### src/rtl/o_feature_writeback_pkg.sv
// Shared defaults and FSM state encoding for the feature writeback path.
package o_feature_writeback_pkg;

  localparam int FEATURE_WIDTH_DEF  = 16;
  localparam int SCALER_WIDTH_DEF   = 16;
  localparam int DATA_BUS_WIDTH_DEF = 128;
  localparam int ADDR_WIDTH_DEF     = 16;

  typedef enum logic [1:0] {
    WB_IDLE  = 2'd0,
    WB_PACK  = 2'd1,
    WB_WRITE = 2'd2,
    WB_DONE  = 2'd3
  } wb_state_e;

endpackage

### src/rtl/o_feature_writeback_lane_packer.sv
// Packs LANES scaled words into one bus word, lane 0 in the low bits.
// Updates in the accepting cycle; full_o flags acceptance of the last lane (combinational).
module wb_lane_packer #(
  parameter int OW    = 32,
  parameter int LANES = 4
) (
  input  logic               clk,
  input  logic               rst,
  input  logic               clear_i,
  input  logic               accept_i,
  input  logic [OW-1:0]      word_i,
  output logic [LANES*OW-1:0] pack_o,
  output logic               full_o
);

  localparam int LW = (LANES > 1) ? $clog2(LANES) : 1;

  logic [LW-1:0]         lane_q;
  logic [LANES*OW-1:0]   pack_q;
  logic                  last_lane;

  assign last_lane = (lane_q == LW'(LANES - 1));
  assign full_o    = accept_i && last_lane;
  assign pack_o    = pack_q;

  always_ff @(posedge clk or negedge rst) begin
    if (!rst) begin
      lane_q <= '0;
      pack_q <= '0;
    end else if (clear_i) begin
      lane_q <= '0;
    end else if (accept_i) begin
      pack_q[int'(lane_q)*OW +: OW] <= word_i;
      lane_q <= last_lane ? '0 : lane_q + 1'b1;
    end
  end

endmodule

### src/rtl/o_feature_writeback.sv
// Writes packed CLP results to sequential external addresses; optional WB_PERF_CNT_EN adds a beat counter.
// Write request 1 cycle after last lane; holds data/address while o_mem_ready is low.
module o_feature_writeback
  import o_feature_writeback_pkg::*;
#(
  parameter int FEATURE_WIDTH  = FEATURE_WIDTH_DEF,
  parameter int SCALER_WIDTH   = SCALER_WIDTH_DEF,
  parameter int DATA_BUS_WIDTH = DATA_BUS_WIDTH_DEF,
  parameter int ADDR_WIDTH     = ADDR_WIDTH_DEF,
  localparam int OW            = FEATURE_WIDTH + SCALER_WIDTH,
  localparam int LANES         = DATA_BUS_WIDTH / OW
) (
  input  logic                      clk,
  input  logic                      rst,
  input  logic                      wb_enable,
  input  logic [ADDR_WIDTH-1:0]     dst_addr,
  input  logic [7:0]                wb_count,
  input  logic                      feature_valid,
  input  logic [OW-1:0]             scaled_feature,
  output logic                      feature_ready,
  output logic [DATA_BUS_WIDTH-1:0] o_data_bus_port,
  output logic [ADDR_WIDTH-1:0]     o_feature_addr,
  output logic                      o_feature_wr_en,
  input  logic                      o_mem_ready,
  output logic                      busy,
  output logic                      wb_done
`ifdef WB_PERF_CNT_EN
  ,
  output logic [15:0]               wb_beat_total
`endif
);

  wb_state_e               state_q, state_d;
  logic [ADDR_WIDTH-1:0]   addr_q, addr_d;
  logic [7:0]              beats_q, beats_d;
  logic                    wb_done_q;
  logic                    pack_clear;
  logic                    pack_accept;
  logic                    pack_full;
  logic                    beat_acc;
  logic [LANES*OW-1:0]     pack_dat;

  assign pack_accept = feature_ready && feature_valid;

  wb_lane_packer #(
    .OW    (OW),
    .LANES (LANES)
  ) u_packer (
    .clk      (clk),
    .rst      (rst),
    .clear_i  (pack_clear),
    .accept_i (pack_accept),
    .word_i   (scaled_feature),
    .pack_o   (pack_dat),
    .full_o   (pack_full)
  );

  always_comb begin
    state_d         = state_q;
    addr_d          = addr_q;
    beats_d         = beats_q;
    pack_clear      = 1'b0;
    feature_ready   = 1'b0;
    o_feature_wr_en = 1'b0;
    o_data_bus_port = '0;
    o_feature_addr  = '0;
    beat_acc        = 1'b0;
    case (state_q)
      WB_IDLE: begin
        // The done-pulse cycle still counts as busy, so a start there is dropped.
        if (wb_enable && !wb_done_q) begin
          addr_d     = dst_addr;
          beats_d    = wb_count;
          pack_clear = 1'b1;
          state_d    = (wb_count != 8'd0) ? WB_PACK : WB_DONE;
        end
      end
      WB_PACK: begin
        feature_ready = 1'b1;
        if (pack_full) state_d = WB_WRITE;
      end
      WB_WRITE: begin
        o_feature_wr_en = 1'b1;
        o_data_bus_port = DATA_BUS_WIDTH'(pack_dat);
        o_feature_addr  = addr_q;
        if (o_mem_ready) begin
          beat_acc = 1'b1;
          addr_d   = addr_q + 1'b1;
          beats_d  = beats_q - 8'd1;
          state_d  = (beats_q == 8'd1) ? WB_DONE : WB_PACK;
        end
      end
      WB_DONE: state_d = WB_IDLE;
      default: state_d = WB_IDLE;
    endcase
  end

  always_ff @(posedge clk or negedge rst) begin
    if (!rst) begin
      state_q   <= WB_IDLE;
      addr_q    <= '0;
      beats_q   <= '0;
      wb_done_q <= 1'b0;
    end else begin
      state_q   <= state_d;
      addr_q    <= addr_d;
      beats_q   <= beats_d;
      wb_done_q <= (state_q == WB_DONE);
    end
  end

  assign wb_done = wb_done_q;
  assign busy    = (state_q != WB_IDLE) || wb_done_q;

`ifdef WB_PERF_CNT_EN
  logic [15:0] beat_total_q;

  always_ff @(posedge clk or negedge rst) begin
    if (!rst) begin
      beat_total_q <= '0;
    end else if (beat_acc && (beat_total_q != 16'hFFFF)) begin
      beat_total_q <= beat_total_q + 16'd1;
    end
  end

  assign wb_beat_total = beat_total_q;
`endif

endmodule

### config.mk
export PLATFORM = sky130hd
export DESIGN_NAME = o_feature_writeback
export DESIGN_NICKNAME = d
export VERILOG_FILES = /design/src/rtl/o_feature_writeback_pkg.sv /design/src/rtl/o_feature_writeback_lane_packer.sv /design/src/rtl/o_feature_writeback.sv
export SDC_FILE = /design/constraint.sdc
export NUM_CORES = 1
export LEC_CHECK = 0
export CORE_ASPECT_RATIO = 1.2
export CORE_MARGIN = 2
export CORE_UTILIZATION = 44
export DETAILED_ROUTE_END_ITERATION = 16
export PLACE_DENSITY = 0.77
export SKIP_LAST_GASP = 1
export SLEW_MARGIN = 20
export SYNTH_ARGS = -nofsm -noshare
export SYNTH_HDL_FRONTEND = slang
export SYNTH_SLANG_ARGS = --single-unit
### constraint.sdc
create_clock -name clk -period 1.7 [get_ports clk]
set_input_delay 0.34 -clock clk [delete_from_list [all_inputs] [get_ports clk]]
set_output_delay 0.34 -clock clk [all_outputs]
set_load 0.005 [all_outputs]
==> metrics.txt <==
# TYPE chip_impl_metric gauge
chip_impl_info{name="run_status",value="complete, but fails checks"} 1
chip_impl_info{name="failed_checks",value="negative setup slack"} 1
chip_impl_metric{name="setup-tns-final",unit="ns"} -77.29
chip_impl_info{name="worst_setup_path_start_kind",value="flip-flop"} 1
chip_impl_info{name="synthDominantAreaCellType",value="dfrtp_1"} 1
chip_impl_metric{name="timing.critical_path.fanout_max",unit=""} 7
chip_impl_metric{name="fin_crit",unit="ns"} 2.14
chip_impl_metric{name="synth.ff_latch_count",unit=""} 157
chip_impl_metric{name="detail_route.drc_violations",unit=""} 0
chip_impl_metric{name="first_pass_iters",unit=""} 7
chip_impl_metric{name="die_width",unit="microns"} 125
chip_impl_metric{name="totalPowerFinal",unit="mW"} 18.2
chip_impl_metric{name="power_report.internal_total",unit="mW"} 11.4
chip_impl_metric{name="dr.first_iter.drc_count",unit=""} 773
chip_impl_info{name="end_kind",value="primary output"} 1
chip_impl_metric{name="vdd_ir_drop_max",unit="mV"} 0.775
chip_impl_info{name="yosys-top-cells-area",value="dfrtp_1 (51%), and2_1 (11%), nand2_1 (10%)"} 1
chip_impl_metric{name="total_leakage_power",unit="nW"} 6.30
chip_impl_metric{name="floorplan.io_pins",unit=""} 209
chip_impl_metric{name="ys_seq_area_share",unit="%"} 51.2
chip_impl_metric{name="reg2reg_setup_slack",unit="ns"} -0.38
chip_impl_metric{name="arrival_time_at_the_worst_endpoint",unit="ns"} 1.80
chip_impl_metric{name="synthesized_netlist_cell_count",unit=""} 864
chip_impl_info{name="cp_cell_sequence",value="nand2b_4, clkinv_8, buf_16, buf_8, buf_12, and2_4, buf_6"} 1
chip_impl_metric{name="max_clock_freq",unit="GHz"} 0.467
chip_impl_info{name="critical-path-slowest-cell",value="dfrtp_2"} 1
chip_impl_info{name="rr_endpoint",value="addr_q[8]"} 1
chip_impl_metric{name="power.switching_fraction",unit="%"} 37.2
chip_impl_metric{name="routed_via_count",unit=""} 8474
chip_impl_metric{name="synth_cell_type_count",unit=""} 41
chip_impl_metric{name="post_syn_nets",unit=""} 933
chip_impl_metric{name="clock_insertion_delay_worst_skew",unit="ns"} 0.44
chip_impl_info{name="grt_setup_unrepaired",value="yes"} 1
chip_impl_metric{name="avgSynthCellArea",unit="sq um"} 8.88
chip_impl_info{name="netlist_top_cells_count",value="nand2_1 (213), dfrtp_1 (157), and2_1 (140)"} 1
chip_impl_info{name="cp-startpoint",value="state_q[1]"} 1
chip_impl_metric{name="core",unit="sq um"} 17000
chip_impl_metric{name="cts_sinks",unit=""} 157
chip_impl_info{name="ys_dominant_reg_cell",value="dfrtp_1"} 1
chip_impl_metric{name="least_setup_slack_across_all_paths_after_layout",unit="ns"} -0.439
chip_impl_metric{name="power_frac_clock",unit="%"} 24.2
chip_impl_info{name="crit-reg2reg-launch",value="state_q[1]"} 1
chip_impl_metric{name="fp-row-count",unit=""} 52
chip_impl_info{name="synth_most_common_cell",value="nand2_1"} 1
chip_impl_info{name="timing.setup.critical_path_class",value="flip-flop to primary output"} 1
chip_impl_metric{name="route.detailed.vias_per_inst",unit=""} 5.91
chip_impl_metric{name="vias_in_the_first_global_route",unit=""} 7761
chip_impl_metric{name="worst_setup_hold_path_clk_slew",unit="ns"} 0.07
chip_impl_metric{name="cp_data_required_time",unit="ns"} 1.36
chip_impl_metric{name="globalRoute.totalOverflow",unit=""} 0
chip_impl_metric{name="place_congestion",unit=""} 0.845
chip_impl_metric{name="start_util",unit="%"} 45.2
chip_impl_metric{name="grt_first_pass_wirelength",unit="microns"} 43700
chip_impl_metric{name="yosysWarnings",unit=""} 0
chip_impl_metric{name="post-synth-top-area-fraction",unit="%"} 51.2
chip_impl_metric{name="post_route_cells_drive_above_1_share",unit="%"} 46.1
chip_impl_metric{name="port_buffers",unit=""} 208
chip_impl_metric{name="final-setup-viol-count",unit=""} 302
chip_impl_metric{name="hold_viol",unit=""} 0
chip_impl_metric{name="cts-root-to-sink-buffers",unit=""} 2
chip_impl_metric{name="asyncSetResetFlopFracSynth",unit="%"} 100
chip_impl_metric{name="combinational_power_share",unit="%"} 41.1
chip_impl_metric{name="switchingPower",unit="mW"} 6.79
chip_impl_metric{name="maxCapViolCount",unit=""} 0
chip_impl_metric{name="reg2regPathDepth",unit=""} 6
chip_impl_metric{name="count_of_final_max_slew_check_failures",unit=""} 0
chip_impl_metric{name="fin_worst_hold_slack",unit="ns"} 0.402
chip_impl_metric{name="share_seq_of_total_power",unit="%"} 34.7
chip_impl_info{name="cts_tree",value="built"} 1
chip_impl_info{name="clockRootBuffer",value="clkbuf_16"} 1
chip_impl_metric{name="grt_antenna_before_repair",unit=""} 1
chip_impl_metric{name="largest_net_degree_at_the_start_of_global_routing",unit=""} 45
chip_impl_metric{name="cts_htree_levels",unit=""} 4
chip_impl_info{name="timing.hold.worst.class",value="primary input to async pin"} 1
chip_impl_metric{name="die-area",unit="sq um"} 18500
chip_impl_metric{name="antenna_violating_nets_post_route",unit=""} 0
chip_impl_metric{name="netlist_area",unit="sq um"} 7670
chip_impl_metric{name="detail_route.wl_per_cell",unit="microns"} 23.8
chip_impl_metric{name="instances_no_fill",unit=""} 1433
chip_impl_metric{name="fp.dieH",unit="microns"} 149
chip_impl_metric{name="cp_slowest_stage_delay",unit="ns"} 0.44
chip_impl_metric{name="grt.total_usage",unit="%"} 30.3
chip_impl_metric{name="tritoncts.num_buffers",unit=""} 17
chip_impl_metric{name="synth-edff-count",unit=""} 0
chip_impl_metric{name="finalCritPeriodShare",unit="%"} 126
chip_impl_metric{name="final_net_count",unit=""} 1273
chip_impl_metric{name="numPlacedInstances",unit=""} 1294
chip_impl_metric{name="syn2layout_area_growth",unit="%"} 79.2
chip_impl_metric{name="hpwlAfterDp",unit="microns"} 15500
chip_impl_metric{name="maxSlewHeadroom",unit="%"} 69.1
chip_impl_metric{name="powerDensity",unit="nW/um^2"} 1330
chip_impl_metric{name="clock_skew",unit="ns"} 0.00816
chip_impl_metric{name="worst_pin_slew",unit="ns"} 0.463
chip_impl_metric{name="wl",unit="microns"} 34100
==> worst max-delay path: cells and delay by family (launching register included) <==
| kind | cells | cell delay [ns] |
|---|---|---|
| buffers and inverters | 5 | 0.65 |
| flip-flops | 1 | 0.44 |
| AND/OR/NAND/NOR | 2 | 0.26 |
==> stage by stage <==
step	worst slack [ns]	instance area, sq um	utilization, %
finish	-0.439	13700	80.9
global route	-0.472	13700	80.9
CTS	-0.471	12500	73.6
detailed placement	-0.521	10500	61.9
global placement	-0.451	10500	61.9
floorplan	-0.0498	7710	-
==> cells by family (layout without fill, tap and decap cells) <==
| family | count (synthesis) | after routing | synth area share [%] |
|---|---|---|---|
| other | 0 | 1 | 0 |
| and+or+nand+nor | 416 | 418 | 26.6 |
| DFF | 157 | 157 | 51.2 |
| buffers and inverters | 74 | 424 | 3.77 |
| AOI/OAI and AO/OA | 203 | 203 | 16.3 |
| muxes | 6 | 6 | 0.783 |
| adders and majority gates | 8 | 8 | 1.31 |
==> layer usage <==
metal  up-vias  routed length [microns]  track usage (%)  share of wire, %
met4         0                     1700             13.8               5.0
li1       3608                        -                -                 -
met5         -                        0                0                 0
met2       545                    17200             51.3                51
met1      4187                    12400             37.9                36
met3       134                     2730             5.94               8.0
==> registers in the layout, summed over array words and instances, names as in the netlist <==
| name | cells |
|---|---|
| beats_q | 8 |
| state_q | 2 |
| addr_q | 16 |
| wb_done | 1 |
| u_packer.lane_q | 2 |
| u_packer.pack_o | 128 |
==> power by group through the flow <==
stage / combinational [mW] / clock, mW / sequential, mW
final: 7.50 / 4.41 / 6.32
after global routing: 7.98 / 4.60 / 6.43
after CTS: 5.56 / 4.39 / 6.07
after detailed placement: 4.76 / 0 / 6.04
after global placement: 4.60 / 0 / 6.00
after floorplan: 2.77 / 0 / 5.80
==> worst max-delay path by stage <==
stage                          end  depth (start not counted)
4_1_cts        o_data_bus_port[30]                          6
5_1_grt        o_data_bus_port[13]                          7
3_5_place_dp             addr_q[7]                          5
3_3_place_gp             addr_q[7]                          5
2_1_floorplan   u_packer.pack_o[2]                          6
6_report       o_data_bus_port[38]                          7
==> cell type report <==
class | count | area, sq um
Antenna cell | 1 | 2.50
Inverter | 14 | 67.6
Tap cell | 216 | 270
Timing Repair Buffer | 379 | 4540
Clock inverter | 13 | 236
Sequential cell | 157 | 3930
Clock buffer | 18 | 429
Fill cell | 965 | 3240
Multi-Input combinational cell | 635 | 4260
==> cell usage in the layout (no fill, tap or decap), drive strengths merged, types with 2 or more instances in the layout <==
cell,instances
nand2b,4
clkinv,4
nor4,7
dfrtp,157
o211ai,4
nand4,4
nor3b,4
o22ai,7
a2111o,2
clkbuf,53
a22o,36
o21a,3
clkdlybuf4s50,59
nand2,215
bufinv,6
nor2b,5
and2,140
nor2,14
a22oi,7
o21ai,117
mux2i,6
a21oi,16
ha,8
a221o,3
inv,16
nand3,10
nor3,6
or2,2
buf,283
a221oi,2
or3,2
==> repair_timing <==
| action | in CTS | in global routing |
|---|---|---|
| endpoints found under the hold margin | 36 | 0 |
| gates resized for setup | 782 | 300 |
| hold buffers | 1 | 0 |
| setup buffers | 34 | 33 |
| pin swaps | 87 | 37 |
| gates cloned | 26 | 25 |
| endpoints found under the setup margin | 237 | 270 |
Note: power is estimated with default switching activity, not from simulation.
